===== config.mk =====
export PLATFORM = sky130hd
export DESIGN_NAME = mips_multicycle_control_unit
export DESIGN_NICKNAME = d
export VERILOG_FILES = /design/src/rtl/mips_multicycle_control_unit.sv
export SDC_FILE = /design/constraint.sdc
export NUM_CORES = 1
export LEC_CHECK = 0
export CAP_MARGIN = 20
export CORE_MARGIN = 4
export CORE_UTILIZATION = 32
export CTS_BUF_LIST = sky130_fd_sc_hd__clkbuf_16
export CTS_CLUSTER_DIAMETER = 150
export DETAILED_ROUTE_END_ITERATION = 16
export PLACE_DENSITY = 0.73
export SLEW_MARGIN = 20
export SYNTH_ARGS = -nofsm -noshare
export SYNTH_HDL_FRONTEND = slang
export SYNTH_SLANG_ARGS = --single-unit

===== constraint.sdc =====
create_clock -name CLK -period 1.45 [get_ports CLK]
set_clock_uncertainty 0.1 [all_clocks]
set_input_delay 0.435 -clock CLK [delete_from_list [all_inputs] [get_ports CLK]]
set_output_delay 0.435 -clock CLK [all_outputs]
set_load 0.005 [all_outputs]

===== src/rtl/mips_multicycle_control_unit.sv =====
// mips_multicycle_control_unit
//   Moore FSM control unit for a multicycle MIPS datapath with one shared
//   memory. Each instruction runs through fetch, decode, execute, memory and
//   writeback states. The unit stalls on MemReady and flags illegal opcodes.
//
// Ports:
//   CLK        in   rising-edge clock
//   Reset      in   asynchronous active-low reset
//   Opcode     in   IR[31:26]; sampled only in DECODE and MEMADR
//   MemReady   in   memory finishes the current read/write this cycle
//   PCWrite, PCWriteCond, IorD, MemRead, MemWrite, MemtoReg, IRWrite,
//   RegDst, RegWrite, ALUSrcA           out  single-bit datapath controls
//   ALUSrcB, ALUOp, PCSource            out  2-bit mux selects / ALU op class
//   State      out  current state (debug)
//   IllegalOp  out  sticky illegal-opcode flag, cleared only by reset
//
// Build option:
//   CU_ADDI_EN  defined   -> ADDI_EX/ADDI_WB states exist, OP_ADDI executes
//               undefined -> OP_ADDI is treated as an illegal opcode
module mips_multicycle_control_unit #(
  parameter int OPCODE_W = 6,
  parameter int STATE_W  = 4,
  parameter int OP_RTYPE = 0,
  parameter int OP_J     = 2,
  parameter int OP_BEQ   = 4,
  parameter int OP_ADDI  = 8,
  parameter int OP_LW    = 35,
  parameter int OP_SW    = 43
) (
  input  logic                CLK,
  input  logic                Reset,
  input  logic [OPCODE_W-1:0] Opcode,
  input  logic                MemReady,
  output logic                PCWrite,
  output logic                PCWriteCond,
  output logic                IorD,
  output logic                MemRead,
  output logic                MemWrite,
  output logic                MemtoReg,
  output logic                IRWrite,
  output logic                RegDst,
  output logic                RegWrite,
  output logic                ALUSrcA,
  output logic [1:0]          ALUSrcB,
  output logic [1:0]          ALUOp,
  output logic [1:0]          PCSource,
  output logic [STATE_W-1:0]  State,
  output logic                IllegalOp
);

  localparam logic [STATE_W-1:0] ST_IDLE    = STATE_W'(0);
  localparam logic [STATE_W-1:0] ST_FETCH   = STATE_W'(1);
  localparam logic [STATE_W-1:0] ST_DECODE  = STATE_W'(2);
  localparam logic [STATE_W-1:0] ST_MEMADR  = STATE_W'(3);
  localparam logic [STATE_W-1:0] ST_MEMRD   = STATE_W'(4);
  localparam logic [STATE_W-1:0] ST_MEMWB   = STATE_W'(5);
  localparam logic [STATE_W-1:0] ST_MEMWR   = STATE_W'(6);
  localparam logic [STATE_W-1:0] ST_EXEC    = STATE_W'(7);
  localparam logic [STATE_W-1:0] ST_RCOMP   = STATE_W'(8);
  localparam logic [STATE_W-1:0] ST_BRANCH  = STATE_W'(9);
  localparam logic [STATE_W-1:0] ST_JUMP    = STATE_W'(10);
`ifdef CU_ADDI_EN
  localparam logic [STATE_W-1:0] ST_ADDI_EX = STATE_W'(11);
  localparam logic [STATE_W-1:0] ST_ADDI_WB = STATE_W'(12);
`endif

  localparam logic [OPCODE_W-1:0] C_RTYPE = OPCODE_W'(OP_RTYPE);
  localparam logic [OPCODE_W-1:0] C_J     = OPCODE_W'(OP_J);
  localparam logic [OPCODE_W-1:0] C_BEQ   = OPCODE_W'(OP_BEQ);
  localparam logic [OPCODE_W-1:0] C_ADDI  = OPCODE_W'(OP_ADDI);
  localparam logic [OPCODE_W-1:0] C_LW    = OPCODE_W'(OP_LW);
  localparam logic [OPCODE_W-1:0] C_SW    = OPCODE_W'(OP_SW);

  logic [STATE_W-1:0] state;
  logic [STATE_W-1:0] state_nxt;
  logic               illegal;
  logic               illegal_dec;

  always_ff @(posedge CLK or negedge Reset) begin
    if (!Reset) begin
      state   <= ST_IDLE;
      illegal <= 1'b0;
    end else begin
      state   <= state_nxt;
      illegal <= illegal | illegal_dec;
    end
  end

  // Next-state logic; unknown and unreachable codes fall back to FETCH.
  always_comb begin
    state_nxt   = ST_FETCH;
    illegal_dec = 1'b0;
    case (state)
      ST_IDLE:   state_nxt = ST_FETCH;
      ST_FETCH:  state_nxt = MemReady ? ST_DECODE : ST_FETCH;
      ST_DECODE: begin
        if (Opcode == C_LW || Opcode == C_SW) begin
          state_nxt = ST_MEMADR;
        end else if (Opcode == C_RTYPE) begin
          state_nxt = ST_EXEC;
        end else if (Opcode == C_BEQ) begin
          state_nxt = ST_BRANCH;
        end else if (Opcode == C_J) begin
          state_nxt = ST_JUMP;
`ifdef CU_ADDI_EN
        end else if (Opcode == C_ADDI) begin
          state_nxt = ST_ADDI_EX;
`else
        end else if (Opcode == C_ADDI) begin
          // ADDI support not built: handled like any other unknown opcode.
          state_nxt   = ST_FETCH;
          illegal_dec = 1'b1;
`endif
        end else begin
          state_nxt   = ST_FETCH;
          illegal_dec = 1'b1;
        end
      end
      ST_MEMADR: begin
        if (Opcode == C_LW)      state_nxt = ST_MEMRD;
        else if (Opcode == C_SW) state_nxt = ST_MEMWR;
        else                     state_nxt = ST_FETCH;
      end
      ST_MEMRD:  state_nxt = MemReady ? ST_MEMWB : ST_MEMRD;
      ST_MEMWB:  state_nxt = ST_FETCH;
      ST_MEMWR:  state_nxt = MemReady ? ST_FETCH : ST_MEMWR;
      ST_EXEC:   state_nxt = ST_RCOMP;
      ST_RCOMP:  state_nxt = ST_FETCH;
      ST_BRANCH: state_nxt = ST_FETCH;
      ST_JUMP:   state_nxt = ST_FETCH;
`ifdef CU_ADDI_EN
      ST_ADDI_EX: state_nxt = ST_ADDI_WB;
      ST_ADDI_WB: state_nxt = ST_FETCH;
`endif
      default:   state_nxt = ST_FETCH;
    endcase
  end

  // Moore output decode; only FETCH's PCWrite/IRWrite look at MemReady.
  always_comb begin
    PCWrite     = 1'b0;
    PCWriteCond = 1'b0;
    IorD        = 1'b0;
    MemRead     = 1'b0;
    MemWrite    = 1'b0;
    MemtoReg    = 1'b0;
    IRWrite     = 1'b0;
    RegDst      = 1'b0;
    RegWrite    = 1'b0;
    ALUSrcA     = 1'b0;
    ALUSrcB     = '0;
    ALUOp       = '0;
    PCSource    = '0;
    case (state)
      ST_FETCH: begin
        MemRead = 1'b1;
        ALUSrcB = 2'b01;
        IRWrite = MemReady;
        PCWrite = MemReady;
      end
      ST_DECODE: ALUSrcB = 2'b11;
      ST_MEMADR: begin
        ALUSrcA = 1'b1;
        ALUSrcB = 2'b10;
      end
      ST_MEMRD: begin
        MemRead = 1'b1;
        IorD    = 1'b1;
      end
      ST_MEMWB: begin
        MemtoReg = 1'b1;
        RegWrite = 1'b1;
      end
      ST_MEMWR: begin
        MemWrite = 1'b1;
        IorD     = 1'b1;
      end
      ST_EXEC: begin
        ALUSrcA = 1'b1;
        ALUOp   = 2'b10;
      end
      ST_RCOMP: begin
        RegDst   = 1'b1;
        RegWrite = 1'b1;
      end
      ST_BRANCH: begin
        ALUSrcA     = 1'b1;
        ALUOp       = 2'b01;
        PCWriteCond = 1'b1;
        PCSource    = 2'b01;
      end
      ST_JUMP: begin
        PCWrite  = 1'b1;
        PCSource = 2'b10;
      end
`ifdef CU_ADDI_EN
      ST_ADDI_EX: begin
        ALUSrcA = 1'b1;
        ALUSrcB = 2'b10;
      end
      ST_ADDI_WB: RegWrite = 1'b1;
`endif
      default: ;
    endcase
  end

  assign State     = state;
  assign IllegalOp = illegal;

endmodule


==> flow_summary.yaml, run 1 <==
floorplan:
  die_h_um: 47.4
  row_count: 13
  io_pins: 30
  start_util_pct: 35.8
  die_w_um: 47.4
clock_tree:
  clockBufferDepth: 2
  h-tree-depth: 1
  cts_sinks: 5
  clk_root_buffer_cell: "clkbuf_16"
  hold_buffers: 0
  cts_buffers: 3
yosys:
  yosys_warnings: 0
  synth_cells: 61
  syn_area_per_cell_um2: 8.12
  syn_nets: 70
  synthTopCellsByArea: "dfrtp_1 (25%), nand2b_1 (7.6%), nand2_1 (4.5%)"
  yosysTopAreaCellShare_pct: 25.3
  netlist_area_um2: 495
  yosysUniqueCellTypes: 31
  synth_ff_type: "dfrtp_1"
  synth-edff-count: 0
  synthArstFlopShare_pct: 100
  synth_commonest_cells: "nand2_1 (6), nand2b_1 (6), nor2_1 (6), dfrtp_1 (5), buf_2 (4)"
  ys_ff_latch: 5
  synth-seq-area-share_pct: 25.3
  yosys.area.top_type: "dfrtp_1"
status:
  lastStage: "global routing"
  outcome: "did not finish"
  error_line: "[ERROR DPL-0038] Utilization greater than 100%, impossible to legalize"
placed_design:
  dp_hpwl_um: 1340
  gp_congestion: 0.810
  port_buffers: 29
  dpl_worst_slack_ps: -939
timing:
  postGrtWorstEndpoint: "PCWrite"
  worst-ep-kind: "primary output"
global_routing:
  grt_max_degree: 8
==> repair_timing <==
| action | 4_1_cts |
|---|---|
| pin swaps | 13 |
| resized for setup | 129 |
| endpoints found under the hold margin | 0 |
| endpoints found under the setup margin | 26 |
| setup buffers | 16 |
==> per-stage QoR <==
stage / cells / cell area (um^2) / hold slack (ps) / setup TNS [ps]
after detailed placement: 126 / 995 / 351 / -10800
after CTS: 144 / 1300 / 346 / -6790
after global placement: 126 / 995 / 344 / -10570
after floorplan: 61 / 520 / 39.4 / -522
==> kinds of logic after synthesis <==
family                    after synthesis  share of synthesized area, %
and+or+nand+nor                        35                          43.9
muxes                                   2                          4.29
DFF                                     5                          25.3
xor gates and xnor gates                2                          3.54
buffers and inverters                   5                          5.56
AOI/OAI and AO/OA                      12                          17.4
==> run 2, diff against run 1 <==
CORE_AREA = 4 4 65 67   (was unset)
CORE_MARGIN = unset   (was 4)
CORE_UTILIZATION = unset   (was 32)
CTS_BUF_LIST = unset   (was sky130_fd_sc_hd__clkbuf_16)
CTS_CLUSTER_DIAMETER = unset   (was 150)
DIE_AREA = 0 0 69 71   (was unset)
PLACE_DENSITY = unset   (was 0.73)
PLACE_DENSITY_LB_ADDON = 0.15   (was unset)
clock period = 1.9 ns   (was 1.45 ns; I/O delays follow)
==> run 2 against run 1 <==
Net effect:
- synthesized cell count unchanged
- area after synthesis unchanged
- the flow now finishes, with violations (negative setup slack)
==> flow_summary.yaml, run 2 <==
global_routing:
  grt_pass1_vias: 799
  antenna_found_initial: 0
  grt_max_degree: 7
  grt_pass1_wl_um: 3930
  grt_usage_pct: 9.90
  gr-total-overflow: 0
finish:
  synthToLayoutAreaGrowth_pct: 194
  final_cell_mix: "buf_4 (33), buf_6 (22), buf_2 (14)"
  antenna_cells: 0
  nets: 154
  multiInputGateArea_um2: 497
  fillers: 365
  seq_area_um2: 130
  largest_reg_flops: 4
  layout_commonest_cell: "buf_4"
  drive_gt1_share_pct: 71.5
power:
  powerDensity_nw_per_um2: 830
  p_leak_nw: 0.678
  p_total_mw: 1.21
  peakVddDrop_mv: 0.353
setup_path:
  path_cells: "buf_6, buf_6, buf_6, mux2_4, nor2_2, buf_2"
  critPathArrivalTime_ps: 1460
  cp_common_cell: "buf_6"
  crit_path_start_kind: "flip-flop"
  required_ps: 1230
  max_stage_delay_ps: 420
  crit_fanout: 3
  endpoint_kind: "primary output"
  worstSetupPathType: "reg2out"
  cp_num_buf_inv: 4
  cp_slowest_cell: "dfrtp_2"
  cpLargestDelayFamily: "buffers and inverters"
timing:
  max_freq_ghz: 0.468
  final.setup.worst_slack_ps: -235
  tightest_slew_ps: 282
  slew_headroom_pct: 81.1
  fin_crit_sh_pct: 112
  holdWs_ps: 379
  setup_violations: 12
  fin_crit_ps: 2130
  rsz0062_at_grt: "true"
  final.setup.tns_ps: -1190
  slew_viol_final: 0
  final_hold_viol_count: 0
clock_tree:
  clk_root_buffer_cell: "clkbuf_8"
  cts_sinks: 5
  cts_buffers: 3
  clockBufferDepth: 2
  hold_buffers: 0
  cts_tree: "done"
  h-tree-depth: 1
  path_clk_slew_ps: 40
  clk_latency_ps: 220
yosys:
  yosys.area.top_type: "dfrtp_1"
  netlist_area_um2: 495
  ys_ff_latch: 5
  synth-seq-area-share_pct: 25.3
  yosysUniqueCellTypes: 31
  yosys_warnings: 0
  synth_ff_type: "dfrtp_1"
  synth_cells: 61
  synthTopCellsByArea: "dfrtp_1 (25%), nand2b_1 (7.6%), nand2_1 (4.5%)"
  synth_commonest_cells: "nand2_1 (6), nand2b_1 (6), nor2_1 (6), dfrtp_1 (5), buf_2 (4)"
  yosysTopAreaCellShare_pct: 25.3
  synth-edff-count: 0
  syn_nets: 70
  syn_area_per_cell_um2: 8.12
  synthArstFlopShare_pct: 100
floorplan:
  io_pins: 30
  row_count: 22
  core_um2: 3630
  die_h_um: 71
  die_w_um: 69
  die-area_um2: 4900
  start_util_pct: 13.6
min_path:
  hold_path_class: "reg2reg"
job:
  cap_violations: 0
routing:
  remaining_drc_errors: 0
  dr.pass1.iters: 2
  drtIter0Drc: 35
  wirelength_um: 2370
  avgViaCountPerCell: 4.04
  wl_per_cell_um: 12.3
  vias: 775
  ant_nets: 0
placed_design:
  gp_congestion: 0.762
  port_buffers: 29
  dp_hpwl_um: 1640
status:
  violations: "negative setup slack"
  outcome: "complete, but fails checks"
run 2: cell counts after synthesis:
Identical to the previous run, type by type.
run 2: worst paths after layout:
| path | end | slack [ps] | cells after the start | from |
|---|---|---|---|---|
| hold reg to reg | IllegalOp | 380 | 1 | IllegalOp |
| min in group asynchronous | State[3] | 460 | 1 | Reset |
| setup / recovery | PCWrite | -230 | 6 | State[3] |
| hold / removal | IllegalOp | 380 | 1 | IllegalOp |
| setup reg to reg | State[2] | 130 | 6 | State[3] |
| max in group asynchronous | State[2] | 1030 | 1 | Reset |
run 2: layer usage:
| metal | share of wire (%) | wire, um | global-route usage, % |
|---|---|---|---|
| met5 | 0 | 0 | 0 |
| met4 | 0.80 | 19 | 3.47 |
| met3 | 4.3 | 102 | 2.70 |
| met2 | 56 | 1330 | 18.5 |
| met1 | 38 | 910 | 10.6 |
run 2: layout make-up:
| type | count | area share (%) |
|---|---|---|
| Clock buffer | 4 | 3.10 |
| Timing Repair Buffer | 84 | 49.7 |
| Tap cell | 48 | 4.13 |
| Sequential cell | 5 | 8.94 |
| Multi-Input combinational cell | 51 | 34.1 |
run 2: cells by family (layout without fill, tap and decap cells):
kind of cell              Yosys count  after routing  synth area share, %
muxes                               2              2                 4.29
buffers and inverters               5             88                 5.56
DFF                                 5              5                 25.3
and+or+nand+nor                    35             35                 43.9
AOI/OAI and AO/OA                  12             12                 17.4
xor gates and xnor gates            2              2                 3.54
run 2: stage by stage:
step           std cells  setup WS, ps  area (um^2)  util [%]
2_1_floorplan         61           102          495         -
3_3_place_gp         165          -759         1060      29.1
3_5_place_dp         165          -803         1060      29.1
4_1_cts              191          -244         1390      38.3
5_1_grt              192          -276         1460      40.0
6_report             192          -235         1460      40.0
run 2: where the power goes:
part / internal (mW) / switching, mW / total (mW)
logic: 0.518 / 0.340 / 0.858
clock network: 0.144 / 0.0563 / 0.201
registers: 0.133 / 0.0172 / 0.150
total: 0.795 / 0.413 / 1.21
run 2: timing repair:
item,4_1_cts,5_1_grt
gates cloned,0,0
pin swaps,8,9
endpoints found under the setup margin,20,21
gates resized for setup,111,21
setup buffers,23,7
(Power assumes the default switching activity.)
